--- src/rtl/pipe_ctrl.sv ---
`default_nettype none
// ============================================================================
// Module   : pipe_ctrl
// Brief    : Y86 five-stage hazard/control unit with post-reset flush and
//            sticky halt. Optional perf counters via PIPE_PERF_CNT_EN.
// Revision : 1.0 - initial release
// ============================================================================
module pipe_ctrl #(
    parameter int CNT_W     = 32,
    parameter int FLUSH_CYC = 3
) (
    input  logic       clk,
    input  logic       rst_n,
    input  logic [3:0] D_icode,
    input  logic [3:0] d_srcA,
    input  logic [3:0] d_srcB,
    input  logic [3:0] E_icode,
    input  logic [3:0] E_dstM,
    input  logic       e_Cnd,
    input  logic [3:0] M_icode,
    input  logic [2:0] m_stat,
    input  logic [2:0] W_stat,
    output logic       F_stall,
    output logic       D_stall,
    output logic       W_stall,
    output logic       D_bubble,
    output logic       E_bubble,
    output logic       M_bubble,
    output logic       halted
`ifdef PIPE_PERF_CNT_EN
    ,
    output logic [CNT_W-1:0] cnt_loaduse,
    output logic [CNT_W-1:0] cnt_mispred,
    output logic [CNT_W-1:0] cnt_ret
`endif
);

    localparam logic [1:0] c_ST_FLUSH  = 2'd0;
    localparam logic [1:0] c_ST_RUN    = 2'd1;
    localparam logic [1:0] c_ST_HALTED = 2'd2;

    localparam logic [2:0] c_FLUSH_INIT = 3'(FLUSH_CYC);

    localparam logic [3:0] c_I_MRMOVQ = 4'h5;
    localparam logic [3:0] c_I_JXX    = 4'h7;
    localparam logic [3:0] c_I_RET    = 4'h9;
    localparam logic [3:0] c_I_POPQ   = 4'hB;
    localparam logic [3:0] c_R_NONE   = 4'hF;

    localparam logic [2:0] c_S_HLT = 3'd2;
    localparam logic [2:0] c_S_ADR = 3'd3;
    localparam logic [2:0] c_S_INS = 3'd4;

    logic [1:0] r_state;
    logic [1:0] w_state_nxt;
    logic [2:0] r_flush_cnt;
    logic [2:0] w_flush_cnt_nxt;

    logic w_loaduse;
    logic w_mispred;
    logic w_ret;
    logic w_exc_m;
    logic w_exc_w;

    assign w_loaduse = ((E_icode == c_I_MRMOVQ) || (E_icode == c_I_POPQ)) &&
                       (E_dstM != c_R_NONE) &&
                       ((E_dstM == d_srcA) || (E_dstM == d_srcB));
    assign w_mispred = (E_icode == c_I_JXX) && !e_Cnd;
    assign w_ret     = (D_icode == c_I_RET) || (E_icode == c_I_RET) ||
                       (M_icode == c_I_RET);
    assign w_exc_m   = (m_stat == c_S_HLT) || (m_stat == c_S_ADR) ||
                       (m_stat == c_S_INS);
    assign w_exc_w   = (W_stat == c_S_HLT) || (W_stat == c_S_ADR) ||
                       (W_stat == c_S_INS);

    always_ff @(posedge clk or negedge rst_n) begin
        if (!rst_n) begin
            r_state     <= c_ST_FLUSH;
            r_flush_cnt <= c_FLUSH_INIT;
        end else begin
            r_state     <= w_state_nxt;
            r_flush_cnt <= w_flush_cnt_nxt;
        end
    end

    // Leaving FLUSH on the edge where the counter steps 1->0 gives exactly
    // FLUSH_CYC bubble cycles after reset release.
    always_comb begin
        w_state_nxt     = r_state;
        w_flush_cnt_nxt = r_flush_cnt;
        case (r_state)
            c_ST_FLUSH: begin
                if (r_flush_cnt != 3'd0) begin
                    w_flush_cnt_nxt = r_flush_cnt - 3'd1;
                end
                if (r_flush_cnt <= 3'd1) begin
                    w_state_nxt = c_ST_RUN;
                end
            end
            c_ST_RUN: begin
                if (w_exc_w) begin
                    w_state_nxt = c_ST_HALTED;
                end
            end
            c_ST_HALTED: begin
                w_state_nxt = c_ST_HALTED;
            end
            default: begin
                w_state_nxt = c_ST_FLUSH;
            end
        endcase
    end

    always_comb begin
        F_stall  = 1'b0;
        D_stall  = 1'b0;
        W_stall  = 1'b0;
        D_bubble = 1'b1;
        E_bubble = 1'b1;
        M_bubble = 1'b1;
        halted   = 1'b0;
        case (r_state)
            c_ST_RUN: begin
                F_stall  = w_loaduse | w_ret;
                D_stall  = w_loaduse;
                D_bubble = w_mispred | (!w_loaduse & w_ret);
                E_bubble = w_mispred | w_loaduse;
                M_bubble = w_exc_m | w_exc_w;
                W_stall  = w_exc_w;
            end
            c_ST_HALTED: begin
                F_stall  = 1'b1;
                D_stall  = 1'b1;
                W_stall  = 1'b1;
                D_bubble = 1'b0;
                E_bubble = 1'b0;
                M_bubble = 1'b1;
                halted   = 1'b1;
            end
            default: begin
                F_stall = 1'b0;
            end
        endcase
    end

`ifdef PIPE_PERF_CNT_EN
    logic w_run;
    assign w_run = (r_state == c_ST_RUN);

    // Saturating event counters, only advancing while the pipeline runs.
    always_ff @(posedge clk or negedge rst_n) begin
        if (!rst_n) begin
            cnt_loaduse <= '0;
            cnt_mispred <= '0;
            cnt_ret     <= '0;
        end else if (w_run) begin
            if (w_loaduse && !(&cnt_loaduse)) cnt_loaduse <= cnt_loaduse + 1'b1;
            if (w_mispred && !(&cnt_mispred)) cnt_mispred <= cnt_mispred + 1'b1;
            if (w_ret && !(&cnt_ret))         cnt_ret     <= cnt_ret + 1'b1;
        end
    end
`endif

endmodule
`default_nettype wire
--- config.mk ---
export PLATFORM = sky130hd
export DESIGN_NAME = pipe_ctrl
export DESIGN_NICKNAME = d
export VERILOG_FILES = /design/src/rtl/pipe_ctrl.sv
export SDC_FILE = /design/constraint.sdc
export NUM_CORES = 1
export LEC_CHECK = 0
export CAP_MARGIN = 40
export CORE_MARGIN = 1
export CORE_UTILIZATION = 38
export DETAILED_ROUTE_END_ITERATION = 10
export PLACE_DENSITY = 0.84
export SLEW_MARGIN = 30
export SYNTH_ARGS = -nofsm -noshare
export SYNTH_HDL_FRONTEND = slang
export SYNTH_SLANG_ARGS = --single-unit
--- constraint.sdc ---
create_clock -name clk -period 2.7 [get_ports clk]
set_clock_uncertainty 0.15 [all_clocks]
set_input_delay 0.675 -clock clk [delete_from_list [all_inputs] [get_ports clk]]
set_output_delay 0.675 -clock clk [all_outputs]
set_load 0.005 [all_outputs]
==> results of run 1 <==
## placed cells by master (no fill, tap or decap), drive strengths merged, types with 3 or more instances in the layout
| master | synthesis | routed |
|---|---|---|
| clkbuf | 0 | 10 |
| nor2 | 3 | 3 |
| a21oi | 5 | 5 |
| dlygate4sd2 | 0 | 11 |
| xor2 | 8 | 8 |
| nor4bb | 4 | 4 |
| a21o | 3 | 3 |
| dlymetal6s2s | 0 | 3 |
| ha | 6 | 6 |
| buf | 0 | 18 |
| nand2 | 5 | 5 |
| o21ai | 3 | 3 |
| dfrtp | 3 | 3 |
| clkdlybuf4s15 | 0 | 3 |
| nor3 | 3 | 3 |
| clkdlybuf4s50 | 0 | 6 |
| inv | 7 | 7 |
## metrics by stage
step	instance area (um^2)	worst slack (ns)	setup TNS, ns
6_report	1130	0.00732	0
5_1_grt	1130	-0.0506	-0.0812
4_1_cts	1110	-0.000461	-0.000461
3_5_place_dp	1060	-0.724	-3.23
3_3_place_gp	1060	-0.669	-3.03
2_1_floorplan	608	0.396	0
## state kept, by name, summed over array words and instances (netlist names)
| name | cells |
|---|---|
| r_flush_cnt | 3 |
| r_state | 2 |
## critical path: stages
cell and delay, ns:
buf_8 0.11, xor2_2 0.17, nor4_2 0.34, buf_4 0.18
nor2_4 0.03, o31ai_1 0.21, buf_2 0.15
## what timing repair did
action                                  4_1_cts  5_1_grt
gates resized for setup                      74       21
buffers inserted                              2        0
endpoints found under the hold margin         0        0
endpoints found under the setup margin        6        6
pin swaps                                    22       13
cloned                                        0        0
## how the worst max path moves through the flow
stage | end | slack [ns] | cells after the start
after global routing | D_stall | -0.05 | 7
after detailed placement | F_stall | -0.72 | 6
final | D_stall | 0.007 | 7
after global placement | D_stall | -0.67 | 6
after floorplan | D_stall | 0.40 | 4
after CTS | D_stall | -0.0005 | 7
## area by class of cell
| cell class | instances | area share (%) |
|---|---|---|
| multi-input cells | 59 | 49.2 |
| repair buffers | 47 | 33.1 |
| flip-flops and latches | 5 | 11.3 |
| clock buffers | 4 | 2.32 |
| inverters | 7 | 2.32 |
| well taps | 16 | 1.77 |
## layer usage
layer  wire (um)  GRT usage (%)
met5           0              0
met3         159           3.88
met2         918           37.5
met4           0           7.74
met1         785           26.8
## cells by family after synthesis
logic type               after synthesis
AND/OR/NAND/NOR                       23
AO/OA/AOI/OAI                         20
XOR/XNOR                               9
buffers and inverters                  7
adder cells (fa/ha/maj)                6
flip-flops                             5
multiplexers                           1
## power by group through the flow
| stage | combinational (mW) | clock (mW) | sequential (mW) |
|---|---|---|---|
| 3_5_place_dp | 0.432 | 0 | 0.103 |
| 3_3_place_gp | 0.426 | 0 | 0.102 |
| 6_report | 0.400 | 0.0823 | 0.102 |
| 5_1_grt | 0.437 | 0.0899 | 0.105 |
| 4_1_cts | 0.390 | 0.0874 | 0.102 |
| 2_1_floorplan | 0.206 | 0 | 0.100 |
==> metrics.csv, run 1 <==
stage,metric,value,unit
power_and_ir_drop,finalPower,0.584,mW
logic_synthesis,netlist_instances,71,
logic_synthesis,synth_seq_cells,5,
clock_network,cts_tree,yes,
critical_path,path_class,in2out,
logic_synthesis,avgSynthCellArea,8.56,um^2
logic_synthesis,synth_most_common_cell,xor2_1,
logic_synthesis,synth_edf_count,0,
logic_synthesis,synth-main-ff-cell,dfrtp_1,
power_and_ir_drop,power_density,516,nW/um^2
sta,hold_ws,0.338,ns
power_and_ir_drop,switching_power,0.227,mW
global_routing,grt_pass1_wl,2990,um
critical_path,reg2reg_depth,7,
logic_synthesis,synth-adder-area-share,12.3,%
clock_network,cts-root-buf,clkbuf_4,
clock_network,clk_path_buf_depth,2,
place,hpwl,1380,um
clock_network,clk-insertion-delay-late,0.23,ns
critical_path,startpoint,E_dstM[2],
layout,multiInputGateArea,558,um^2
clock_network,cts_buffers,3,
global_routing,grt_pass1_vias,708,
global_routing,grt_start_max_net_pins,6,
worst_hold_path,hold_path_end,r_flush_cnt[1],
worst_hold_path,min_path_cells,2,
place,gp_congestion,0.779,
sta,finalSetupViolations,0,
sta,rsz0062_at_grt,yes,
floorplan,ios,40,
clock_network,clk_pin_slew,0.04,ns
clock_network,holdBufCountCts,0,
logic_synthesis,yosys.cell_types.count,26,
critical_path,reg2reg_from,r_state[1],
drt,vias,705,
logic_synthesis,muxShareOfSynthArea,1.85,%
power_and_ir_drop,p_comb_share,68.5,%
clock_network,clock-sinks,5,
critical_path,endpoint_kind,primary output,
floorplan,die_h,42,um
sta,hold_violations,0,
power_and_ir_drop,vdd_ir_drop_max,0.489,mV
floorplan,dieWidth,42,um
layout,num-fill-cells,110,
layout,layout.nets,162,
critical_path,cp.required,1.88,ns
layout,final_util,75.2,%
sta,final_max_slew_viol_count,0,
flow_run,max-cap-violations,0,
place,io_buffers,39,
layout,antenna_cells,0,
drt,wl_per_cell,13.5,um
drt,dr.pass1.iters,4,
logic_synthesis,synth-simple-area-share,24.9,%
clock_network,h-tree-depth,1,
logic_synthesis,synth_top_family_by_area,simple AND/OR/NAND/NOR gates,
logic_synthesis,synth_xor_area_share,13.0,%
power_and_ir_drop,intPower,0.357,mW
logic_synthesis,netlist_area,608,um^2
sta,fmax,371,MHz
layout,synthToLayoutAreaGrowth,86.4,%
critical_path,rrSetupSlack,0.91,ns
layout,final_cells,138,
logic_synthesis,synth_common_cells,"8 x xor2_1, 7 x inv_1, 6 x ha_1",
sta,period_minus_slack,2.69,ns
drt,ant_nets,0,
power_and_ir_drop,clkPwrFrac,14.1,%
outcome,status,completed,
logic_synthesis,ys_seq_area_share,21.0,%
layout,ff_latch_area,128,um^2
worst_hold_path,hold_class,reg2reg,
global_routing,overflow,0,
sta,worst_pin_slew,0.343,ns
power_and_ir_drop,seq_power_share,17.4,%
place,dp_cells,132,
logic_synthesis,yosysTopAreaCell,dfrtp_1,
logic_synthesis,netlist_top_cells_area,"dfrtp_1 12%, ha_1 12%, xor2_1 12%",
sta,period_share,99.7,%
sta,slew_headroom,76.9,%
logic_synthesis,synth_compound_area_share,22.6,%
critical_path,rr_endpoint,r_state[1],
floorplan,core-area,1510,um^2
critical_path,cp_max_fo,3,
logic_synthesis,synth.net_count,110,
layout,drive_gt1_share,37.7,%
drt,via_per_inst,5.11,
worst_hold_path,min_from,r_flush_cnt[1],
floorplan,core.rowCount,14,
critical_path,crit_arrival,1.87,ns
global_routing,grt_use_total,21.7,%
drt,drc_errors,0,
logic_synthesis,synth.top_cell.area_share,12.3,%
logic_synthesis,async_flop_share,100,%
power_and_ir_drop,leakage,0.577,nW
power_and_ir_drop,swShare,38.9,%
floorplan,initial_core_util,40.4,%
floorplan,dieArea,1760,um^2
drt,dr.first_iter.drc_count,10,
global_routing,antenna_found_initial,0,
logic_synthesis,yosys_warnings,0,
drt,routed_wl,1860,um
critical_path,worstSetupStartpointType,primary input,
Power figures use the tool's default switching activity.
==> inputs of run 2 (changes only) <==
--- a/config.mk
+++ b/config.mk
@@ -5,11 +5,14 @@
 export SDC_FILE = /design/constraint.sdc
 export NUM_CORES = 1
 export LEC_CHECK = 0
+export ABC_AREA = 1
+export ABC_CLOCK_PERIOD_IN_PS = 2700
 export CAP_MARGIN = 40
 export CORE_MARGIN = 1
-export CORE_UTILIZATION = 38
+export CORE_UTILIZATION = 39
 export DETAILED_ROUTE_END_ITERATION = 10
-export PLACE_DENSITY = 0.84
+export PLACE_DENSITY = 0.83
+export SETUP_SLACK_MARGIN = 0.5
 export SLEW_MARGIN = 30
 export SYNTH_ARGS = -nofsm -noshare
 export SYNTH_HDL_FRONTEND = slang
==> run 2 against run 1 <==
Net effect:
- the flow now finishes with violations (design-rule violations)
- non-clock buffer count fell by 1
- register-to-register slack improved by 0.08 ns
- setup slack improved by 0.36 ns
- synthesized cell count rose by 66%
- clock power fell by 3.8%
- clock-buffer cell count did not move
- global-route usage fell by 0.60 points
- sequential share of layout area fell by 0.72 points
- first-iteration DRC count rose by 50%
- sequential power barely moved
- sequential cell count did not move
- core utilization rose by 2.4 points
- highest routed layer is now met4
==> metrics.csv, run 2 <==
stage,metric,value,unit,change
power_and_ir_drop,leakage,0.695,nW,+21%
critical_path,endpoint_kind,primary output,,
critical_path,slowest_stage,a21oi_2,,
sta,final_max_slew_viol_count,0,,unchanged
drt,via_per_inst,4.83,,-5.4%
sta,hold_ws,0.364,ns,+0.0264 ns
critical_path,crit_arrival,1.51,ns,-0.36 ns
floorplan,core.rowCount,14,,unchanged
layout,reg_top3,"r_flush_cnt x3, r_state x2",,
sta,period_share,86.6,%,-13 points
clock_network,cts_buffers,3,,unchanged
logic_synthesis,synth_xor_area_share,2.63,%,-10 points
logic_synthesis,muxShareOfSynthArea,0,%,-1.9 points
floorplan,core-area,1560,um^2,+3.5%
logic_synthesis,synth_compound_area_share,12.8,%,-9.9 points
logic_synthesis,netlist_top_cells_area,"nand2_1 23%, inv_1 16%, dfrtp_1 11%",,
worst_hold_path,hold_class,reg2reg,,
outcome,violations,design-rule violations,,
sta,rsz0062_at_grt,yes,,
sta,setup_ws,0.363,ns,+0.356 ns
global_routing,antenna_found_initial,0,,unchanged
logic_synthesis,yosys_warnings,0,,unchanged
place,gp_congestion,0.757,,-2.8%
sta,hold_violations,0,,unchanged
drt,wl_per_cell,10.5,um,-22%
layout,antenna_cells,0,,unchanged
critical_path,crit_chain,buf_8 > nor2_4 > nand3_2 > a21oi_2 > nand3_2 > nand2_2 > nand2_2 > nand2_2 > buf_6,,
drt,drc_errors,4,,+4
logic_synthesis,synth_top_family_by_area,simple AND/OR/NAND/NOR gates,,
logic_synthesis,synth.net_count,157,,+43%
sta,period_minus_slack,2.34,ns,-0.356 ns
clock_network,holdBufCountCts,0,,unchanged
power_and_ir_drop,finalPower,0.636,mW,+8.8%
logic_synthesis,ys_seq_area_share,19.1,%,-1.9 points
critical_path,rr_endpoint,r_state[0],,
logic_synthesis,yosys.cell_types.count,20,,-23%
logic_synthesis,async_flop_share,100,%,unchanged
power_and_ir_drop,vdd_ir_drop_max,0.584,mV,+19%
layout,largest_reg_flops,3,,unchanged
clock_network,cts_tree,yes,,
clock_network,clock-sinks,5,,unchanged
sta,fmax,428,MHz,+15%
power_and_ir_drop,power_density,525,nW/um^2,+1.8%
worst_hold_path,min_path_cells,2,,unchanged
logic_synthesis,avgSynthCellArea,5.65,um^2,-34%
critical_path,reg2reg_from,r_flush_cnt[1],,
global_routing,overflow,0,,unchanged
critical_path,critPathTopFamily,simple AND/OR/NAND/NOR gates,,
drt,vias,889,,+26%
drt,dr.first_iter.drc_count,15,,+5
floorplan,dieArea,1880,um^2,+6.5%
logic_synthesis,synth_common_cells,"41 x nand2_1, 29 x inv_1, 9 x nor2_1",,
logic_synthesis,synth-simple-area-share,36.8,%,+12 points
critical_path,cp.required,1.88,ns,about the same
logic_synthesis,netlist_area,667,um^2,+9.7%
critical_path,rrSetupSlack,0.99,ns,+0.08 ns
critical_path,worstSetupStartpointType,primary input,,
drt,dr.pass1.iters,7,,+3
floorplan,ios,40,,unchanged
layout,top_register,r_flush_cnt,,
place,io_buffers,39,,unchanged
floorplan,die_h,43.4,um,+3.2%
layout,multiInputGateArea,500,um^2,-10%
layout,final_cell_mix,"31 x nand2_1, 14 x inv_1, 13 x inv_2",,
critical_path,startpoint,E_icode[3],,
layout,layout_commonest_cell,nand2_1,,
global_routing,grt_pass1_vias,801,,+13%
sta,worst_pin_slew,0.469,ns,+0.126 ns
logic_synthesis,netlist_instances,118,,+66%
outcome,status,"complete, but fails checks",,
critical_path,cp_max_fo,3,,unchanged
logic_synthesis,synth-main-ff-cell,dfrtp_1,,
layout,num-fill-cells,125,,+14%
critical_path,cp_common_cell,nand2_2,,
sta,finalSetupViolations,0,,unchanged
layout,synthToLayoutAreaGrowth,81.6,%,
critical_path,slowest_delay,0.16,ns,-0.18 ns
logic_synthesis,synth-adder-area-share,11.3,%,-1.1 points
logic_synthesis,yosysTopAreaCell,nand2_1,,
clock_network,cts-root-buf,clkbuf_4,,
flow_run,max-cap-violations,0,,unchanged
drt,routed_wl,1930,um,+3.4%
drt,ant_nets,0,,unchanged
clock_network,h-tree-depth,1,,unchanged
logic_synthesis,synth_seq_cells,5,,unchanged
global_routing,grt_use_total,21.1,%,-0.60 points
clock_network,clk_pin_slew,0.04,ns,about the same
critical_path,reg2reg_depth,7,,unchanged
floorplan,initial_core_util,42.8,%,+2.4 points
layout,layout.nets,208,,+28%
floorplan,dieWidth,43.4,um,+3.2%
logic_synthesis,synth_edf_count,0,,unchanged
global_routing,grt_pass1_wl,3110,um,+3.7%
place,dp_slack,-0.476,ns,+0.249 ns
place,hpwl,1470,um,+6.4%
sta,slew_headroom,68.4,%,-8.5 points
worst_hold_path,hold_path_end,r_flush_cnt[1],,
logic_synthesis,synth_most_common_cell,nand2_1,,
logic_synthesis,synth.top_cell.area_share,23.1,%,+11 points
clock_network,clk_path_buf_depth,2,,unchanged
worst_hold_path,min_from,r_flush_cnt[1],,
clock_network,clk-insertion-delay-late,0.23,ns,about the same
critical_path,path_class,in2out,,
global_routing,grt_start_max_net_pins,6,,unchanged
critical_path,critPathBufInv,2,,-1
layout,ff_latch_area,128,um^2,unchanged
layout,drive_gt1_share,46.4,%,+8.7 points
place,postPlaceCellArea,1110,um^2,+4.8%
layout,postLayoutCellArea,1210,um^2,+6.8%
[run 2: changes by cell type after synthesis, sizes merged, moves of 2 or more]
cell and delta:
nor4 -2, o21bai -2, inv +24, nor2b -2
nand3 +6, a21o -3, nor2 +6, xor2 -6
o21ai +4, nor4bb -4, nand2 +37
[run 2: metrics by stage]
| step | std cells | util (%) | setup TNS, ns |
|---|---|---|---|
| finish | 184 | 77.7 | 0 |
| detailed placement | 178 | 71.5 | -2.25 |
| CTS | 183 | 69.4 | 0 |
| global route | 184 | 77.7 | 0 |
| floorplan | 118 | - | 0 |
| global placement | 178 | 71.5 | -2.11 |
[run 2: routing by layer]
metal	share of wire [%]	GRT usage (%)	wire length, um
met5	0	0	0
met3	5.9	1.25	113
met4	1.7	6.25	32
met1	40	26.7	763
met2	53	38.5	1020
[run 2: kinds of logic (layout without fill, tap and decap cells)]
group / after synthesis / in the layout
buffers and inverters: 31 / 81
xor gates and xnor gates: 2 / 2
DFF: 5 / 5
and+or+nand+nor: 60 / 60
adders and majority gates: 6 / 6
AOI/OAI and AO/OA: 14 / 14
[run 2: worst reg2reg max path, cell delays in order (launching register included)]
cell and delay, ns:
dfstp_2 0.52, inv_1 0.08, ha_1 0.21, a21oi_1 0.18, o21ai_0 0.12, o21ai_2 0.11, nand2_1 0.09, o21a_1 0.12
[run 2: timing repair]
item | CTS | global route
pin swaps | 41 | 25
setup endpoints to repair | 7 | 6
buffers inserted | 1 | 1
resized for setup | 137 | 40
[run 2: layout make-up]
cell class	count	share of cell area (%)
timing repair buffer	46	33.9
clock buffer	4	2.17
inverter	31	10.4
multi-input combinational	82	41.3
sequential	5	10.5
tap	16	1.65
[run 2: how the worst max path moves through the flow]
stage / to / slack [ns] / depth (start not counted)
floorplan: F_stall / 0.56 / 8
global placement: F_stall / -0.45 / 12
detailed placement: D_stall / -0.48 / 12
CTS: F_stall / 0.34 / 10
global route: F_stall / 0.28 / 12
finish: F_stall / 0.36 / 9
[run 2: report_power, final]
part	leakage (nW)	switching [mW]	internal (mW)	total, mW
Sequential	0.0585	0.0115	0.0915	0.103
Combinational	0.622	0.222	0.232	0.454
Clock	0.0150	0.0238	0.0554	0.0792
